===== config.mk =====
export PLATFORM = sky130hd
export DESIGN_NAME = ma_stage_lsu
export DESIGN_NICKNAME = d
export VERILOG_FILES = /design/src/rtl/ma_stage_lsu.sv
export SDC_FILE = /design/constraint.sdc
export NUM_CORES = 1
export LEC_CHECK = 0
export CAP_MARGIN = 5
export CELL_PAD_IN_SITES_DETAIL_PLACEMENT = 2
export CELL_PAD_IN_SITES_GLOBAL_PLACEMENT = 2
export CORE_ASPECT_RATIO = 0.5
export CORE_MARGIN = 1
export CORE_UTILIZATION = 27
export CTS_CLUSTER_DIAMETER = 80
export DETAILED_ROUTE_END_ITERATION = 6
export GPL_TIMING_DRIVEN = 0
export PLACE_DENSITY = 0.9
export SLEW_MARGIN = 5
export SYNTH_ARGS = -nofsm -noshare
export SYNTH_HDL_FRONTEND = slang
export SYNTH_SLANG_ARGS = --single-unit

===== constraint.sdc =====
create_clock -name clk -period 3.3 [get_ports clk]
set_input_delay 0.495 -clock clk [delete_from_list [all_inputs] [get_ports clk]]
set_output_delay 0.495 -clock clk [all_outputs]
set_load 0.01 [all_outputs]

===== src/rtl/ma_stage_lsu.sv =====
// Memory-access pipeline stage: word load/store over a req/ack bus, pipeline stall
// while a transaction is outstanding, and the registered MA/WB writeback boundary.
module ma_stage_lsu #(
  parameter int TIMEOUT = 16
) (
  input  logic        clk,
  input  logic        rst_n,
  input  logic [1:0]  M_sel_result,
  input  logic        M_we_dm,
  input  logic        M_we_rf,
  input  logic [31:0] M_alu_o,
  input  logic [31:0] M_dm_wd,
  input  logic [4:0]  M_rf_a3,
  input  logic [31:0] M_PC_P4,
  input  logic [31:0] M_ext,
  output logic        mem_req,
  output logic        mem_we,
  output logic [31:0] mem_addr,
  output logic [31:0] mem_wdata,
  input  logic [31:0] mem_rdata,
  input  logic        mem_ack,
  output logic        stall,
  output logic        err,
  output logic        W_we_rf,
  output logic [4:0]  W_rf_a3,
  output logic [31:0] W_result
);

  typedef enum logic [1:0] {IDLE, BUSY, DONE} state_t;

  localparam int CW = $clog2(TIMEOUT) + 1;
  localparam logic [CW-1:0] CNT_LAST = CW'(TIMEOUT - 1);

  state_t        state;
  logic [CW-1:0] cnt;
  logic [31:0]   rdata_q;
  logic          timed_out;

  logic        store, load, mem_op, misaligned, start, wb_kill;
  logic [31:0] load_src, result_mux;

  assign store      = M_we_dm;
  assign load       = (M_sel_result == 2'b01) & ~M_we_dm;
  assign mem_op     = load | store;
  assign misaligned = mem_op & (M_alu_o[1:0] != 2'b00);
  assign start      = (state == IDLE) & mem_op & ~misaligned;
  assign stall      = start | (state == BUSY);

  // A load that never got valid data must not reach the register file.
  assign wb_kill  = load & (((state == IDLE) & misaligned) | ((state == DONE) & timed_out));
  assign load_src = (state == DONE) ? rdata_q : 32'h0;

  always_comb begin
    result_mux = M_alu_o;
    case (M_sel_result)
      2'b00:   result_mux = M_alu_o;
      2'b01:   result_mux = load_src;
      2'b10:   result_mux = M_PC_P4;
      default: result_mux = M_ext;
    endcase
  end

  always_ff @(posedge clk or negedge rst_n) begin
    if (!rst_n) begin
      state     <= IDLE;
      cnt       <= '0;
      rdata_q   <= 32'h0;
      timed_out <= 1'b0;
      mem_req   <= 1'b0;
      mem_we    <= 1'b0;
      mem_addr  <= 32'h0;
      mem_wdata <= 32'h0;
      err       <= 1'b0;
    end else begin
      err <= 1'b0;
      case (state)
        IDLE: begin
          if (start) begin
            mem_addr  <= {M_alu_o[31:2], 2'b00};
            mem_we    <= store;
            mem_wdata <= M_dm_wd;
            mem_req   <= 1'b1;
            cnt       <= '0;
            timed_out <= 1'b0;
            state     <= BUSY;
          end else if (misaligned) begin
            err <= 1'b1;
          end
        end
        BUSY: begin
          if (mem_ack) begin
            if (load) rdata_q <= mem_rdata;
            mem_req <= 1'b0;
            state   <= DONE;
          end else if (cnt == CNT_LAST) begin
            mem_req   <= 1'b0;
            rdata_q   <= 32'h0;
            err       <= 1'b1;
            timed_out <= 1'b1;
            state     <= DONE;
          end else begin
            cnt <= cnt + 1'b1;
          end
        end
        default: state <= IDLE;
      endcase
    end
  end

  // Stalled cycles insert a bubble but leave the last result visible.
  always_ff @(posedge clk or negedge rst_n) begin
    if (!rst_n) begin
      W_we_rf  <= 1'b0;
      W_rf_a3  <= 5'd0;
      W_result <= 32'h0;
    end else if (stall) begin
      W_we_rf <= 1'b0;
    end else begin
      W_we_rf  <= M_we_rf & ~wb_kill;
      W_rf_a3  <= M_rf_a3;
      W_result <= result_mux;
    end
  end

endmodule


# == Yosys cells after proc, flatten, opt, wreduce, memory -nomap -nowiden ==
# Cells that the tools add are included.
# totals
reg_bits,143
output_inout_bits,106
# classes
addsub,1
n_eq_ne,11
mux,27
n_bitwise,14
n_reduce_logical,11
# op_table
cell,n
32-bit 2-to-1 mux,4
32-bit one-hot mux with 3 select lines,1
5-bit 2-to-1 mux,3
1-bit 2-to-1 mux,11
5-bit one-hot mux with 2 select lines,1
1-bit bitwise AND,8
4-bit AND reduction,2
2-bit 2-to-1 mux,3
2-bit != test (second input constant),3
1-bit one-hot mux with 2 select lines,3
3-bit AND reduction,2
2-bit nonzero test,3
5-bit by 1-bit adder with 5-bit output (second input constant),1
5-bit by 4-bit equality test with 1-bit output (second input constant),1
2-bit by 1-bit equality test with 1-bit output (second input constant),2
2-bit equality test (second input constant),2
2-bit zero test,2
2-bit by 1-bit != test with 1-bit output (second input constant),2
2-bit one-hot mux with 2 select lines,1
2-bit AND reduction,2
3-bit by 2-bit != test with 1-bit output (second input constant),1
1-bit NOT,3
1-bit bitwise OR,3

# == Depth between registers and ports, before layout ==
# Gate-level depths: netlist of run 1.
# depth
ltp_word,10
depth_mapped,7
depth_no_buf,7

# == Worst setup path after synthesis of run 1 ==
# Ideal clock, no wire load.
# synth_path
kind,register to register
start,register cnt[0]
end,register cnt[3]
arrival_time_ps,1949
setup_slack_ps,1232
path_stages_with_launch,8
cell_sequence,dfrtp_1 > ha_1 > and3_1 > ha_1 > nor4b_1 > nand4_1 > xnor2_1 > and2_1
# synth_via
elab_chain_cells,4
# synth_rtl
item,line,source
from (decl),35,logic [CW-1:0] cnt;
from (signal assigned),102,cnt <= cnt + 1'b1;
5-bit by 1-bit adder with 5-bit output,102,
5-bit 2-to-1 mux,95,end else if (cnt == CNT_LAST) begin
5-bit 2-to-1 mux,91,if (mem_ack) begin
5-bit one-hot mux with 2 select lines,76,case (state)
# Several ways; a longest one is shown, not always the timed one. The select of a mux whose other input is x is not followed.
# A chain may end at the register's enable or synchronous reset.

# == Worst setup path in the final report of run 1 ==
# layout_path
start,input M_sel_result[0]
end,output stall
# layout_via
elab_chain_cells,7
# layout_rtl
item,line,source
from (decl),8,"input logic [1:0] M_sel_result,"
2-bit by 1-bit equality test with 1-bit output (*),43,assign load = (M_sel_result == 2'b01) & ~M_we_dm;
1-bit bitwise AND (*),43,
1-bit bitwise OR (*),44,assign mem_op = load | store;
1-bit bitwise AND,45,assign misaligned = mem_op & (M_alu_o[1:0] != 2'b00);
1-bit NOT,46,assign start = (state == IDLE) & mem_op & ~misaligned;
1-bit bitwise AND (*),46,
1-bit bitwise OR (*),47,assign stall = start | (state == BUSY);
to (decl),22,"output logic stall,"
# Every way passes the cells marked *; elsewhere a longest branch is shown, timed or not.

==> results of run 1 <==
## repair_timing
action	in CTS	in global routing
resized for setup	1	1
endpoints found under the setup margin	1	1
pin swaps	0	0
## per-layer routing
layer / part of all wire [%] / up-vias / global-route usage, %
li1: - / 2612 / -
met1: 38 / 3186 / 30.13
met2: 54 / 192 / 48.68
met3: 3.1 / 103 / 4.307
met4: 5.2 / 0 / 15.86
met5: 0 / - / 0
## cell type report
type | instances | area [µm²] | area share, %
sequential | 143 | 3578 | 35.10
clock inverter | 12 | 165.2 | 1.620
tap | 307 | 384.1 | 3.767
multi-input combinational | 402 | 2624 | 25.73
clock buffer | 20 | 456.7 | 4.479
timing repair buffer | 275 | 2770 | 27.17
buffer | 40 | 193.9 | 1.902
inverter | 3 | 11.26 | 0.1104
antenna | 5 | 12.51 | 0.1227
## logic make-up after synthesis
family	after synthesis	synth area share [%]
other	1	0.05858
buffers and inverters	43	3.206
adders and majority gates	2	0.3909
and+or+nand+nor	223	15.91
muxes	100	17.59
xor gates and xnor gates	1	0.1369
DFF	143	55.90
AOI/OAI and AO/OA	74	6.802
## flip-flops by register name, indices dropped and copies added, names as in the netlist, 2 cells and up
| register | flops |
|---|---|
| rdata_q | 32 |
| W_rf_a3 | 5 |
| state | 2 |
| mem_addr | 30 |
| W_result | 32 |
| cnt | 5 |
| mem_wdata | 32 |
## worst register-to-register path, delay by kind of cell, from the launching register on
kind          cells  cell delay (ns)
simple gates      4             1.50
fa+ha+maj         2             0.48
flops             1             0.42
xor+xnor          1             0.19
## power groups by stage
stage / combinational, mW / clock (mW) / sequential, mW
floorplan: 0.535 / 0 / 2.54
global placement: 1.70 / 0 / 2.40
detailed placement: 1.81 / 0 / 2.46
CTS: 1.87 / 2.15 / 2.46
global route: 1.95 / 2.23 / 2.50
finish: 1.86 / 2.12 / 2.47
## metrics by stage
step / setup TNS [ns] / utilization, % / hold slack, ns / cells / power (mW)
6_report: 0 / 44.27 / 0.03695 / 1207 / 6.453
5_1_grt: 0 / 44.27 / 0.05869 / 1207 / 6.679
4_1_cts: 0 / 44.20 / 0.04532 / 1202 / 6.479
3_5_place_dp: -0.05297 / 41.51 / 0.4869 / 1170 / 4.271
3_3_place_gp: -607.46 / 41.38 / 0.4725 / 1169 / 4.106
2_1_floorplan: 0 / - / 0.1994 / 588 / 3.077
## cell usage after synthesis
master / number
a21boi_0: 1
a21oi_1: 32
a31oi_1: 1
and2_1: 1
and3_1: 1
and4_1: 1
and4b_1: 1
buf_1: 3
buf_2: 14
buf_4: 3
buf_6: 2
clkbuf_1: 18
conb_1: 1
dfrtp_1: 143
ha_1: 2
inv_1: 3
mux2_1: 19
mux2_2: 81
nand2_1: 105
nand2b_1: 2
nand3_1: 35
nand3b_1: 1
nand4_1: 1
nand4b_1: 1
nor2_1: 37
nor2b_1: 33
nor2b_4: 1
nor3_1: 1
nor4b_1: 1
nor4bb_1: 1
o211a_1: 1
o211ai_4: 1
o21ai_0: 6
o22ai_1: 32
xnor2_1: 1
## worst max-delay path by stage
stage / startpoint / endpoint / slack [ns] / cells past startpoint
6_report: M_sel_result[0] / stall / 0.05 / 7
5_1_grt: M_sel_result[0] / stall / 0.06 / 7
4_1_cts: M_alu_o[1] / stall / 0.03 / 7
3_5_place_dp: M_sel_result[0] / stall / -0.05 / 7
3_3_place_gp: rst_n / W_result[12] / -4.25 / 1
2_1_floorplan: cnt[0] / cnt[3] / 1.23 / 7
## cell usage in the layout, fill, tap and decap left out, types with 3 or more instances in the layout
master | Yosys | final
clkdlybuf4s50_1 | 0 | 272
dfrtp_1 | 143 | 143
nand2_1 | 105 | 105
mux2_2 | 81 | 81
nor2_1 | 37 | 36
nand3_1 | 35 | 35
nor2b_1 | 33 | 33
o22ai_1 | 32 | 32
a21oi_1 | 32 | 32
clkbuf_1 | 18 | 19
mux2_1 | 19 | 19
clkbuf_16 | 0 | 17
buf_2 | 14 | 14
o21ai_0 | 6 | 6
clkinv_2 | 0 | 6
diode_2 | 0 | 5
bufinv_16 | 0 | 4
inv_1 | 3 | 3
buf_4 | 3 | 3
buf_6 | 2 | 3
buf_1 | 3 | 3
==> results.md, run 1 <==
- Synth area leaders: dfrtp_1 56%, mux2_2 14%, nand2_1 6.2%
- Initial core utilization: 27.79%
- Unique cell type count in the Yosys netlist: 35
- Sw Share: 29.86%
- Tcrit/Tclk final: 98.38%
- Violated checks: DRC
- Pleak: 4.297 nW
- Worst setup EP type: primary output
- DRT iter0 DRCs: 254
- Largest net degree at the start of global routing: 92
- Number of max-slew violations in the final report: 0
- Final count of hold timing violations: 0
- Seq pwr share: approximately two fifths
- Drt total wl: 32.51 mm
- Area post-placement: 9560 µm²
- Crit path launch type: input pin
- Longest Clk Path Bufs: 2
- Crit path kind: input pin to primary output
- #FFs+latches synth: 143
- Worst R2R Setup Slack: 0.61 ns
- Filler instances: 2369
- Clock skew: 0.009975 ns
- Clock-pin slew on the worst setup and hold paths: 0.07 ns
- Area leader, netlist: dfrtp_1
- Yosys top cell area share: a little under three fifths
- Routability congestion estimate: 0.8638
- Post-CTS Repair Setup Buffers: 0
- Final net count: approximately 1.1k
- IO Pins: 278
- First-pass GRT wire length: 48.31 mm
- Area of the die: 24360 µm²
- Vias in the first global route: 7319
- GR Overflow Total: 0
- CTS tree: built
- Post-DR vias/cell: between 5 and 6
- CP Data Required Time: 2.80 ns
- Yosys warns: 0
- Slew margin rel.: 27.13%
- Syn Area/Cell: around 11 µm²
- 1st-pass router iterations: 6
- P_int: about 4.5 mW
- Initial antenna violation count: 3
- Layout cells sized above 1: 15.20%
- Cell Area, Synth: 6401 µm²
- Clock latency on the worst-skew pair: around 0.43 ns
- H-Tree Depth: 4
- R2r worst-path depth: 7
- # rows: 39
- Register area share after synthesis: a little under three fifths
- Max-cap viol count: 0
- CTS Hold Bufs: 0
- Final Cell Area: 10200 µm²
- Post-Place Setup Slack: -0.05297 ns
- DR DRC count: 6
- Buf/Inv on CP: 4
- Sw power: 1.926 mW
- Max stage delay on crit path: approximately 0.57 ns
- Mapped Cells: approximately 590
- CP max stage cell: clkdlybuf4s50_1
- Maximum vdd drop: around 0.42 mV
- Hold Crit Class: input pin to asynchronous set/reset pin
- CP max FO: 10
- Worst slew pin tran: 1.078 ns
- Reg2reg end: cnt[3]
- GR Util All Layers: 27.08%
- Post-route setup slack: 0.05355 ns
- Layout area overhead: 59.28%
- Post-DP HPWL: approximately 22 mm
- PortBufs: around 270
- RSZ-0062 raised after global routing: no
- Die height: about 110 µm
- Root buf cell: clkbuf_16
- Antenna viol nets, final: 0
- Cell family with most CP delay: buffers and inverters
- Clk pwr share: around a third
- Min Tclk post-route: around 3.2 ns
- TritonCTS buffer count: 17
- Core Box Area: 23030 µm²
- Worst path cell trace: dlygate4sd2_1 -> nor2b_4 -> o211ai_4 -> nand2_1 -> buf_4 -> buf_6 -> clkdlybuf4s50_1
- Setup-failing EPs final: 0
- DR vias: 6093
- Clock Sinks: 143
- WP data arrival: 2.75 ns
- Die width: 219.8 µm
- Per-cell routed wire length: 26.93 µm
- Status: finished with violations
- Power density over the cells: ~630 nW/µm²
- Combinational share of power: 28.8%
- FMAX: just over 300 MHz
- Startpoint of the worst-slack reg-to-reg timing path: cnt[0]
Note: power is estimated with default switching activity, not from simulation.
==> run 2: changes to the inputs <==
--- a/config.mk
+++ b/config.mk
@@ -8,7 +8,7 @@
 export CAP_MARGIN = 5
 export CELL_PAD_IN_SITES_DETAIL_PLACEMENT = 2
 export CELL_PAD_IN_SITES_GLOBAL_PLACEMENT = 2
-export CORE_ASPECT_RATIO = 0.5
+export CORE_ASPECT_RATIO = 1.25
 export CORE_MARGIN = 1
 export CORE_UTILIZATION = 27
 export CTS_CLUSTER_DIAMETER = 80
==> run 2 against run 1 <==
Compared with the run above:
- combinational power shrank 6%
- worst setup slack gained 0.15 ns
- largest cell class unchanged
- sequential power shrank 2%
- clock skew is essentially flat
- clock power shrank 5%
- clock-buffer cell count is the same
- fmax grew 4.8%
- the flow finishes with violations (hold timing)
- worst hold slack lost 0.040 ns
- largest power group unchanged
- critical endpoint unchanged
- total power shrank 4.3%
- sequential cell count is the same
- cell count shrank 2.1%
- highest routed layer is now met5
==> results.md, run 2 (synthesized netlist as in run 1, its figures left out) <==
- Worst setup EP type: primary output
- Min Hold Slack: -0.003377 ns
- Largest regs: W_result (32), mem_wdata (32), rdata_q (32)
- Min Tclk post-route: about 3.1 ns
- Clk pwr share: about a third
- Routed wl met2: 13.51 mm
- WL met3: 1.183 mm
- DR DRC count: 0
- Max-cap viol count: 0
- Post-DP HPWL: 19.15 mm
- Max layer used: met5
- RSZ-0062 raised after global routing: no
- WL met1: 9.691 mm
- Pleak: 4.295 nW
- P_int: 4.466 mW
- Sw power: 1.710 mW
- Clock Sinks: 143
- H-Tree Depth: 4
- Commonest non-fill, non-tap cell in the layout: clkdlybuf4s50_1
- PortBufs: 274
- Clock skew: 0.009571 ns
- Tcrit/Tclk final: 93.89%
- Layout area overhead: 58.48%
- Filler instances: ~2.4k
- Final count of hold timing violations: 1
- Die width: 139.7 µm
- Antenna viol nets, final: 0
- Design Power: roughly 6.2 mW
- WP data arrival: 2.60 ns
- CTS tree: built
- GR Overflow Total: 0
- Crit path launch type: input pin
- Root buf cell: clkbuf_16
- 1st-pass router iterations: 4
- Layout cells sized above 1: 15.01%
- Largest net degree at the start of global routing: 89
- Seq pwr share: 39.0%
- FMAX: 322.8 MHz
- Initial core utilization: between 20 and 30%
- Startpoint of the worst-slack reg-to-reg timing path: cnt[0]
- GR Util All Layers: 21.45%
- Post-DR vias/cell: about 4.9
- Sequential cell area: 3578 µm²
- Status: finished with violations
- DR vias: 5753
- CP max FO: 10
- Number of max-slew violations in the final report: 0
- Most frequent cells in the layout: 272 x clkdlybuf4s50_1, 143 x dfrtp_1, 105 x nand2_1
- DRT iter0 DRCs: 151
- Worst slew pin tran: around 0.84 ns
- Sw Share: 27.68%
- Clock latency on the worst-skew pair: 0.42 ns
- Combinational share of power: 28.2%
- Power density over the cells: ~600 nW/µm²
- Die height: 174.2 µm
- Maximum vdd drop: roughly 0.37 mV
- Per-cell routed wire length: 21.24 µm
- Violated checks: hold timing
- Crit path kind: input pin to primary output
- Setup-failing EPs final: 0
- First-pass GRT wire length: 39.63 mm
- Area of the die: 24330 µm²
- Slew margin rel.: roughly 44%
- TritonCTS buffer count: 17
- # rows: 62
- Post-CTS Repair Setup Buffers: 0
- IO Pins: 278
- Reg2reg end: cnt[3]
- Clock-pin slew on the worst setup and hold paths: 0.06 ns
- Final net count: 1056
- Hold Crit Class: input pin to asynchronous set/reset pin
- Core Box Area: 23120 µm²
- R2r worst-path depth: 7
- Drt total wl: 25.10 mm
- Area taken by multi-input logic gates: 2621 µm²
- Initial antenna violation count: 2
- Vias in the first global route: 6799
- CP Data Required Time: 2.80 ns
- Routability congestion estimate: 0.7596
- Worst R2R Setup Slack: 0.90 ns
- Longest Clk Path Bufs: 2
-- run 2: per-stage QoR --
step                cells  setup WS [ns]  cell area, µm²  setup TNS [ns]  utilization (%)
global route         1182        0.07852           10140               0            43.88
detailed placement   1151       -0.01621            9540        -0.01621            41.27
global placement     1150         -4.614            9508         -657.11            41.13
finish               1182         0.2016           10140               0            43.88
floorplan             588          1.232            6405               0                -
CTS                  1181         0.1632           10140               0            43.87
-- run 2: routing by layer --
metal	up-vias	GRT usage (%)
met5	-	0
met3	39	4.573
met2	181	39.71
met1	2931	23.66
li1	2600	-
met4	2	8.425
-- run 2: area by class of cell --
class	instances	area share [%]
multi-input combinational	402	25.84
sequential	143	35.27
clock inverter	10	1.344
buffer	40	1.912
timing repair buffer	275	27.34
inverter	3	0.1110
tap	288	3.552
clock buffer	20	4.600
antenna	1	0.02467
-- run 2: worst max path at each step --
stage | start | end | cells after the start
floorplan | cnt[0] | cnt[3] | 7
CTS | M_alu_o[0] | stall | 7
finish | M_alu_o[0] | stall | 7
detailed placement | M_sel_result[0] | stall | 7
global placement | rst_n | mem_wdata[27] | 1
global route | M_alu_o[0] | stall | 7
-- run 2: worst max-delay path: stages --
cell and delay, ns:
clkdlybuf4s50_1 0.48, nor2_1 0.30, o211ai_4 0.22, nand2_1 0.14, buf_4 0.23, buf_6 0.19, clkdlybuf4s50_1 0.55
-- run 2: power by group through the flow --
| stage | Combinational [mW] | Clock (mW) | Sequential [mW] |
|---|---|---|---|
| after floorplan | 0.535 | 0 | 2.54 |
| after global placement | 1.69 | 0 | 2.40 |
| after detailed placement | 1.76 | 0 | 2.44 |
| after CTS | 1.77 | 2.07 | 2.41 |
| after global routing | 1.87 | 2.13 | 2.46 |
| final | 1.74 | 2.02 | 2.41 |
-- run 2: timing repair --
action,4_1_cts,5_1_grt
endpoints found under the setup margin,1,0
hold buffers,0,0
endpoints found under the hold margin,0,0
resized for setup,1,0
==> run 3: changes to the inputs <==
--- a/config.mk
+++ b/config.mk
@@ -10,11 +10,12 @@
 export CELL_PAD_IN_SITES_GLOBAL_PLACEMENT = 2
 export CORE_ASPECT_RATIO = 1.25
 export CORE_MARGIN = 1
-export CORE_UTILIZATION = 27
+export CORE_UTILIZATION = 40
 export CTS_CLUSTER_DIAMETER = 80
 export DETAILED_ROUTE_END_ITERATION = 6
+export DONT_BUFFER_PORTS = 1
 export GPL_TIMING_DRIVEN = 0
-export PLACE_DENSITY = 0.9
+export PLACE_DENSITY = 0.88
 export SLEW_MARGIN = 5
 export SYNTH_ARGS = -nofsm -noshare
 export SYNTH_HDL_FRONTEND = slang
==> run 3 against run 2 <==
Compared with the run above:
- the run still ends with hold timing left
- utilization grew 2.7 points
- via count decreased by 19%
- sequential share of layout area is 14 points higher
- die area decreased by 32%
- sequential cell count unchanged
- register-to-register slack lost 0.32 ns
- total power down 14%
- fmax up 14%
==> results.md, run 3 (synthesized netlist as in run 1, its figures left out) <==
- Status: finished with violations
- Violated checks: hold timing
- Commonest non-fill, non-tap cell in the layout: dfrtp_1
- Met3 GRT Util: 9.068%
- Post-CTS Repair Setup Buffers: 0
- Grt met1 use: 25.23%
- Initial core utilization: 40.94%
- Clock Sinks: 143
- Max-cap viol count: 0
- Antenna diodes: 0
- DR DRC count: 0
- H-Tree Depth: 4
- Post-DP HPWL: approximately 16 mm
- Post-DR vias/cell: approximately 5.6
- 1st-pass router iterations: 4
- Initial antenna violation count: 0
- Vias in the first global route: ~5.5k
- Crit path kind: flip-flop to flip-flop
- IO Pins: 278
- Final Cell Area: 7282 µm²
- Global routing usage on met2: between 50% and 60%
- Min Hold Slack: -0.2501 ns
- Final net count: 781
- Die width: 115.1 µm
- Drt total wl: 21.32 mm
- Design Power: between 5 and 6 mW
- Area taken by multi-input logic gates: 2621 µm²
- CP max FO: 5
- Worst slew pin tran: 1.147 ns
- Die height: about 140 µm
- Antenna viol nets, final: 0
- Hold Crit Class: input pin to asynchronous set/reset pin
- RSZ-0062 raised after global routing: no
- CP Data Required Time: 3.61 ns
- Core Box Area: 15630 µm²
- Min Tclk post-route: ~2.7 ns
- Crit path launch type: flip-flop
- Tcrit/Tclk final: 82.38%
- Layout area overhead: 13.76%
- Routability congestion estimate: a little over 0.8
- Finished Core Util: between 40% and 50%
- Per-cell routed wire length: about 26 µm
- Clock-pin slew on the worst setup and hold paths: ~0.07 ns
- Layout cells sized above 1: 21.45%
- Number of max-slew violations in the final report: 0
- Setup-failing EPs final: 0
- Post-cts resize count: 0
- DR vias: 4646
- Startpoint of the worst-slack reg-to-reg timing path: cnt[0]
- Maximum vdd drop: 0.3134 mV
- Longest Clk Path Bufs: 2
- Slew margin rel.: 22.44%
- Most frequent cells in the layout: 143 x dfrtp_1, 105 x nand2_1, 81 x mux2_2
- TritonCTS buffer count: 17
- Largest net degree at the start of global routing: around 140
- First-pass GRT wire length: approximately 31 mm
- Clock skew: 0.01206 ns
- Largest regs: W_result (32), mem_wdata (32), rdata_q (32)
- CTS tree: built
- Pleak: 3.201 nW
- Global route hottest layer: met2
- Power density over the cells: 731.9 nW/µm²
- Clock latency on the worst-skew pair: between 0.4 and 0.5 ns
- Crit path launch: cnt[0]
- # rows: 51
- TNS Setup: 0 ns
- Filler instances: 1598
- GR Overflow Total: 0
- Placed cells: 800
- Sequential cell area: roughly 3600 µm²
- WP data arrival: between 3 and 4 ns
- Worst setup EP type: flip-flop
- DRT iter0 DRCs: 137
- Area post-placement: 6670 µm²
- Layout Cells excl Fill: ~830
- Final count of hold timing violations: 143
- GR Util All Layers: 26.57%
- PortBufs: 0
- FMAX: ~370 MHz
- Area of the die: around 17000 µm²
- Root buf cell: clkbuf_16
## run 3: report_power, final
part	switching [mW]	internal, mW
Clock	0.811	1.20
Sequential	0.464	2.18
Combinational	0.313	0.362
Total	1.59	3.74
## run 3: layer usage
layer  vias to the layer above  part of all wire, %  wire (µm)
li1                       2045                    -          -
met1                      2346                   34       7167
met2                       216                   55      11820
met3                        39                  8.5       1817
met4                         0                  2.4        513
met5                         -                    0          0
## run 3: layout make-up
type | count | area share (%)
buffer | 40 | 2.663
clock buffer | 18 | 5.893
clock inverter | 14 | 2.509
inverter | 3 | 0.1546
multi-input combinational | 402 | 36.00
sequential | 143 | 49.14
tap | 212 | 3.643
## run 3: worst paths after layout
kind / endpoint / slack (ns) / cells past startpoint
setup / recovery: cnt[3] / 0.58 / 7
hold / removal: mem_addr[23] / -0.25 / 0
setup reg to reg: cnt[3] / 0.58 / 7
hold reg to reg: rdata_q[15] / 0.51 / 2
max in group asynchronous: W_result[3] / 3.28 / 0
min in group clk: rdata_q[31] / 0.18 / 2
## run 3: through the flow
stage	setup slack [ns]	hold WS (ns)
3_3_place_gp	0.9628	0.2033
2_1_floorplan	1.232	0.1994
6_report	0.5814	-0.2501
5_1_grt	0.4111	-0.2690
3_5_place_dp	0.6624	0.2025
4_1_cts	0.5913	-0.2594
## run 3: worst max-delay path, stage by stage (launching register included)
cell     delay (ns)
dfrtp_1        0.42
ha_1           0.25
and3_1         0.20
ha_1           0.22
nor4b_1        0.94
nand4_1        0.22
xnor2_1        0.18
and2_1         0.16
